$ cat src/rtl/quad_defs.vh
// Shared quadrature step codes and the forward {a,b} sequence.
`ifndef QUAD_DEFS_VH
`define QUAD_DEFS_VH

localparam logic [1:0] STEP_NONE    = 2'd0;
localparam logic [1:0] STEP_UP      = 2'd1;
localparam logic [1:0] STEP_DOWN    = 2'd2;
localparam logic [1:0] STEP_ILLEGAL = 2'd3;

// Forward order, position 0 in the top slice: 00 -> 01 -> 11 -> 10 -> 00
localparam logic [7:0] QUAD_SEQ = {2'b00, 2'b01, 2'b11, 2'b10};

`endif

$ cat src/rtl/quadrature_counter_pkg.sv
// Step codes and the {a,b} transition decoder shared by the counter.
package quadrature_counter_pkg;

    `include "quad_defs.vh"

    typedef logic [1:0] step_t;

    // Position of an {a,b} state within the forward sequence (0..3)
    function automatic logic [1:0] quad_pos(input logic [1:0] ab);
        logic [1:0] p;
        p = 2'd0;
        for (int i = 0; i < 4; i++)
            if (QUAD_SEQ[7-2*i -: 2] == ab) p = 2'(i);
        return p;
    endfunction

    // Classify a filtered transition by its distance along the sequence
    function automatic step_t step_decode(input logic [1:0] prev, input logic [1:0] cur);
        logic [1:0] d;
        d = quad_pos(cur) - quad_pos(prev);
        case (d)
            2'd0:    return STEP_NONE;
            2'd1:    return STEP_UP;
            2'd3:    return STEP_DOWN;
            default: return STEP_ILLEGAL;
        endcase
    endfunction

endpackage

$ cat src/rtl/quad_input_filter.sv
// Two-flop synchroniser plus stability filter for a W-bit group of raw inputs.
module quad_input_filter #(
    parameter int W          = 1,
    parameter int FILTER_LEN = 2
) (
    input  logic         clk,
    input  logic         rst_n,
    input  logic [W-1:0] din,
    output logic [W-1:0] dout
);

    logic [W-1:0] s1, s2, cand, filt;
    logic [3:0]   cnt;
    logic [4:0]   nxt;

    // Length of the current run of an unchanged, not-yet-accepted value
    always_comb begin
        nxt = 5'd1;
        if (s2 == cand && cnt != 4'd0) nxt = {1'b0, cnt} + 5'd1;
    end

    // Synchronise, then accept a new value once it has held FILTER_LEN clocks
    always_ff @(posedge clk or negedge rst_n) begin
        if (!rst_n) begin
            s1   <= '0;
            s2   <= '0;
            cand <= '0;
            filt <= '0;
            cnt  <= '0;
        end else begin
            s1   <= din;
            s2   <= s1;
            cand <= s2;
            if (s2 == filt) begin
                cnt <= '0;
            end else if (nxt >= 5'(FILTER_LEN)) begin
                filt <= s2;
                cnt  <= '0;
            end else begin
                cnt <= nxt[3:0];
            end
        end
    end

    assign dout = filt;

endmodule

$ cat src/rtl/quadrature_counter.sv
// Quadrature encoder position counter with index capture and error tracking.
module quadrature_counter
    import quadrature_counter_pkg::*;
#(
    parameter int WIDTH      = 16,
    parameter int FILTER_LEN = 2,
    parameter int SATURATE   = 0
) (
    input  logic             clk,
    input  logic             rst_n,
    input  logic             a,
    input  logic             b,
    input  logic             idx,
    input  logic             idx_zero_en,
    input  logic             clr,
    output logic [WIDTH-1:0] count,
    output logic [WIDTH-1:0] idx_pos,
    output logic             dir,
    output logic             step,
    output logic             err,
    output logic [7:0]       err_cnt
);

    localparam logic [WIDTH-1:0] CMAX = {WIDTH{1'b1}};

    logic [1:0] ab_f, ab_prev;
    logic       idx_f, idx_prev;
    logic       idx_rise;
    step_t      sc;

    // a and b share one filter so both phases are accepted together
    quad_input_filter #(.W(2), .FILTER_LEN(FILTER_LEN)) u_ab_filt (
        .clk(clk), .rst_n(rst_n), .din({a, b}), .dout(ab_f)
    );

    quad_input_filter #(.W(1), .FILTER_LEN(FILTER_LEN)) u_idx_filt (
        .clk(clk), .rst_n(rst_n), .din(idx), .dout(idx_f)
    );

    assign sc       = step_decode(ab_prev, ab_f);
    assign idx_rise = idx_f & ~idx_prev;

    // Apply filtered steps with priority clr > index zeroing > step
    always_ff @(posedge clk or negedge rst_n) begin
        if (!rst_n) begin
            ab_prev  <= 2'b00;
            idx_prev <= 1'b0;
            count    <= '0;
            idx_pos  <= '0;
            dir      <= 1'b0;
            step     <= 1'b0;
            err      <= 1'b0;
            err_cnt  <= '0;
        end else begin
            ab_prev  <= ab_f;
            idx_prev <= idx_f;
            step     <= 1'b0;
            if (idx_rise) idx_pos <= count;
            if (sc == STEP_UP)   dir <= 1'b1;
            if (sc == STEP_DOWN) dir <= 1'b0;
            if (clr) begin
                count   <= '0;
                err     <= 1'b0;
                err_cnt <= '0;
            end else begin
                if (sc == STEP_ILLEGAL) begin
                    err <= 1'b1;
                    if (err_cnt != 8'hFF) err_cnt <= err_cnt + 8'd1;
                end
                if (idx_rise && idx_zero_en) begin
                    count <= '0;
                end else if (sc == STEP_UP) begin
                    step <= 1'b1;
                    if (!(SATURATE != 0 && count == CMAX)) count <= count + WIDTH'(1);
                end else if (sc == STEP_DOWN) begin
                    step <= 1'b1;
                    if (!(SATURATE != 0 && count == '0)) count <= count - WIDTH'(1);
                end
            end
        end
    end

endmodule

$ cat config.mk
export PLATFORM = sky130hd
export DESIGN_NAME = quadrature_counter
export DESIGN_NICKNAME = d
export VERILOG_FILES = /design/src/rtl/quadrature_counter_pkg.sv /design/src/rtl/quad_input_filter.sv /design/src/rtl/quadrature_counter.sv
export VERILOG_INCLUDE_DIRS = /design/src /design/src/rtl
export SDC_FILE = /design/constraint.sdc
export NUM_CORES = 1
export LEC_CHECK = 0
export ABC_AREA = 1
export CAP_MARGIN = 25
export CELL_PAD_IN_SITES_DETAIL_PLACEMENT = 1
export CELL_PAD_IN_SITES_GLOBAL_PLACEMENT = 1
export CORE_MARGIN = 5
export CORE_UTILIZATION = 35
export CTS_CLUSTER_DIAMETER = 120
export CTS_CLUSTER_SIZE = 20
export DETAILED_ROUTE_END_ITERATION = 8
export PLACE_DENSITY_LB_ADDON = 0.1
export SETUP_SLACK_MARGIN = 0.05
export SLEW_MARGIN = 20
export SYNTH_ARGS = -nofsm -noshare
export SYNTH_HDL_FRONTEND = slang
export SYNTH_SLANG_ARGS = --single-unit
export TNS_END_PERCENT = 20
$ cat constraint.sdc
create_clock -name clk -period 3.25 [get_ports clk]
set_input_delay 0.65 -clock clk [delete_from_list [all_inputs] [get_ports clk]]
set_output_delay 0.65 -clock clk [all_outputs]
set_load 0.02 [all_outputs]
==> results.tsv <==
stage	metric	value	unit
synth	share of the synthesized area in the top cell type	46.4	%
synth	register area share after synthesis	46.4	%
routing	Wirelength per Cell	14.9	um
run	MaxCap Viol Count	0	
sta	final setup TNS	0	ns
floorplan	Initial Utilization	36.1	%
setup_path	Worst Path Arrival	3.15	ns
cts	worst skew pair latency	0.36	ns
cts	post-CTS setup buffer count	0	
run_status	status	complete, no violations	
sta	post-route setup slack	0.347	ns
sta	Max Fclk	344	MHz
final_layout	most frequent cells in the layout	nand2_1, dfrtp_1, inv_1	
cts	CTS root buf	clkbuf_8	
setup_path	flop2flop setup slack	0.35	ns
routing	initial DRC count	110	
setup_path	FF-to-FF End	count[13]	
sta	Slew Limit Fails	0	
placement	I/O Buffers	49	
grt	GRT overflow	0	
floorplan	I/O Pins	50	
sta	endpoints failing hold	0	
grt	initial antenna violation count	0	
floorplan	die area	12300	sq um
synth	asr flop ratio synth	100	%
final_layout	# diodes	0	
synth	Synth Cell Area	3560	sq um
floorplan	Die W	111	um
floorplan	overall die height	111	um
final_layout	commonest non-fill, non-tap cell in the layout	nand2_1	
routing	post-route ant nets	0	
grt	largest net degree at the start of global routing	53	
pwr	largest vdd supply drop	0.664	mV
cts	H-tree Lvls	3	
setup_path	Reg2Reg Depth	15	
setup_path	R2R Path Start	u_ab_filt.dout[0]	
pwr	power per cell area	1230	nW/um^2
floorplan	site row count	36	
setup_path	Worst Setup End Kind	flip-flop	
synth	Synth Instances	422	
sta	Max Clock Skew	0.00818	ns
cts	# hold bufs at CTS	0	
synth	Synth Register Bits	66	
placement	post-DP HPWL	6.97	mm
grt	total track usage	16.5	%
routing	first-pass iteration count of the detailed router	4	
synth	biggest area consumer among synthesized cells	dfrtp_1	
cts	TritonCTS clock tree	yes	
synth	yosys warns	0	
synth	synth top area cells	dfrtp_1, nand2_1, ha_1, inv_1, nand3_1	
routing	DR vias	2981	
cts	total CTS buffers	9	
routing	DR vias/cell	4.75	
setup_path	crit path max fanout	18	
synth	Yosys cell types	37	
sta	RSZ-0062 raised after global routing	no	
pwr	total chip power	5.48	mW
sta	setup violators final	0	
setup_path	crit start category	flip-flop	
routing	Routed WL	9.32	mm
sta	Worst Max-Slew Pin Slew	0.717	ns
placement	GP Congestion	0.822	
cts	post-CTS sizing	0	
cts	clock buffer depth	2	
grt	vias in the first global route	3414	
sta	post-layout min period	2.90	ns
final_layout	# nets final	523	
final_layout	share of post-route cells with drive strength above 1	7.69	%
synth	Top FF cell, synth	dfrtp_1	
pwr	static leakage power	2.21	nW
placement	worst slack, placed	0.326	ns
synth	EDFF count, synth	0	
floorplan	Core ar.	9860	sq um
synth	Avg Inst Size Synth	8.43	sq um
cts	CTS Sinks	66	
sta	hold_ws	0.196	ns
setup_path	WS Path Type	flip-flop to flip-flop	
final_layout	synthesis-to-finish area growth	25.4	%
worst_hold_path	HP Class	input port to asynchronous set/reset pin	
sta	period utilization	89.3	%
final_layout	final core utilization	45.2	%
sta	max_slew headroom	51.9	%
routing	DRC violations left	0	
setup_path	Crit path required time	3.49	ns
grt	global-route wire length before repair	16.3	mm
cts	Clock transition at path regs	0.08	ns
## where the power goes
group / total [mW] / leakage, nW / internal, mW / switching (mW)
combinational: 3.53 / 1.26 / 1.32 / 2.22
clock: 0.718 / 0.103 / 0.376 / 0.342
sequential: 1.23 / 0.846 / 1.05 / 0.184
total: 5.48 / 2.21 / 2.74 / 2.74
## area by class of cell
class / count / area, sq um
clock inverters: 6 / 65.1
inverters: 56 / 213
well taps: 133 / 166
repair buffers: 55 / 543
flip-flops and latches: 66 / 1650
multi-input cells: 301 / 1690
clock buffers: 10 / 138
fillers: 1188 / 5400
## how the worst max path moves through the flow
stage	from	to	slack (ns)
final	u_ab_filt.dout[0]	count[13]	0.35
after global routing	u_ab_filt.dout[0]	count[13]	0.08
after CTS	u_ab_filt.dout[0]	count[13]	0.32
after detailed placement	u_ab_filt.dout[0]	count[9]	0.33
after global placement	u_ab_filt.dout[0]	count[9]	0.43
after floorplan	u_ab_filt.dout[0]	count[15]	0.18
## state kept, by name, summed over array words and instances, names as in the netlist, 4 cells and up
register        count
err_cnt             8
idx_pos            16
count              16
u_idx_filt.cnt      4
u_ab_filt.cnt       4
## synth_stat cells (2+ instances only)
cell type and number:
o21ai_1 8, nand4_1 4, xor2_1 5, inv_1 52, o21ai_2 2, xnor2_1 6, o31ai_1 3, a21o_1 3
buf_2 3, nor2_1 26, clkinv_1 2, nand3_1 31, o22ai_2 3, dfrtp_1 66, a21oi_1 20, nor3_1 2
o21ai_0 26, nor3_4 2, nand2_1 115, ha_1 26
## metrics by stage
step | instances | cell area (sq um)
6_report | 627 | 4460
3_3_place_gp | 611 | 4260
2_1_floorplan | 427 | 3580
4_1_cts | 627 | 4460
3_5_place_dp | 611 | 4260
5_1_grt | 627 | 4460
## worst max-delay path: stages (launching register included)
cell and delay, ns:
dfrtp_1 0.40, inv_1 0.08, ha_1 0.29, ha_1 0.21, o21ai_1 0.10, nand3_1 0.14
nand3_1 0.11, buf_4 0.25, ha_1 0.31, or2_2 0.31, nand3_1 0.09, nand2_1 0.12
nand3_1 0.13, nand3b_1 0.09, nand3_1 0.09, nand2_1 0.06
## metal layers
metal	part of all wire, %	wire length [um]	up-vias	track usage (%)
met5	0	0	-	0
met4	1.6	146	0	5.25
met3	4.5	424	10	5.51
met2	47	4360	52	27.3
met1	47	4390	1426	20.2
li1	-	-	1493	-
## kinds of logic after synthesis
logic type / count (synthesis) / synth area share, %
AO/OA/AOI/OAI: 67 / 10.8
XOR/XNOR: 11 / 2.71
other: 1 / 0.105
flip-flops: 66 / 46.4
buffers and inverters: 60 / 6.72
adder cells (fa/ha/maj): 27 / 9.71
AND/OR/NAND/NOR: 190 / 23.5
Note: power is estimated with default switching activity, not from simulation.
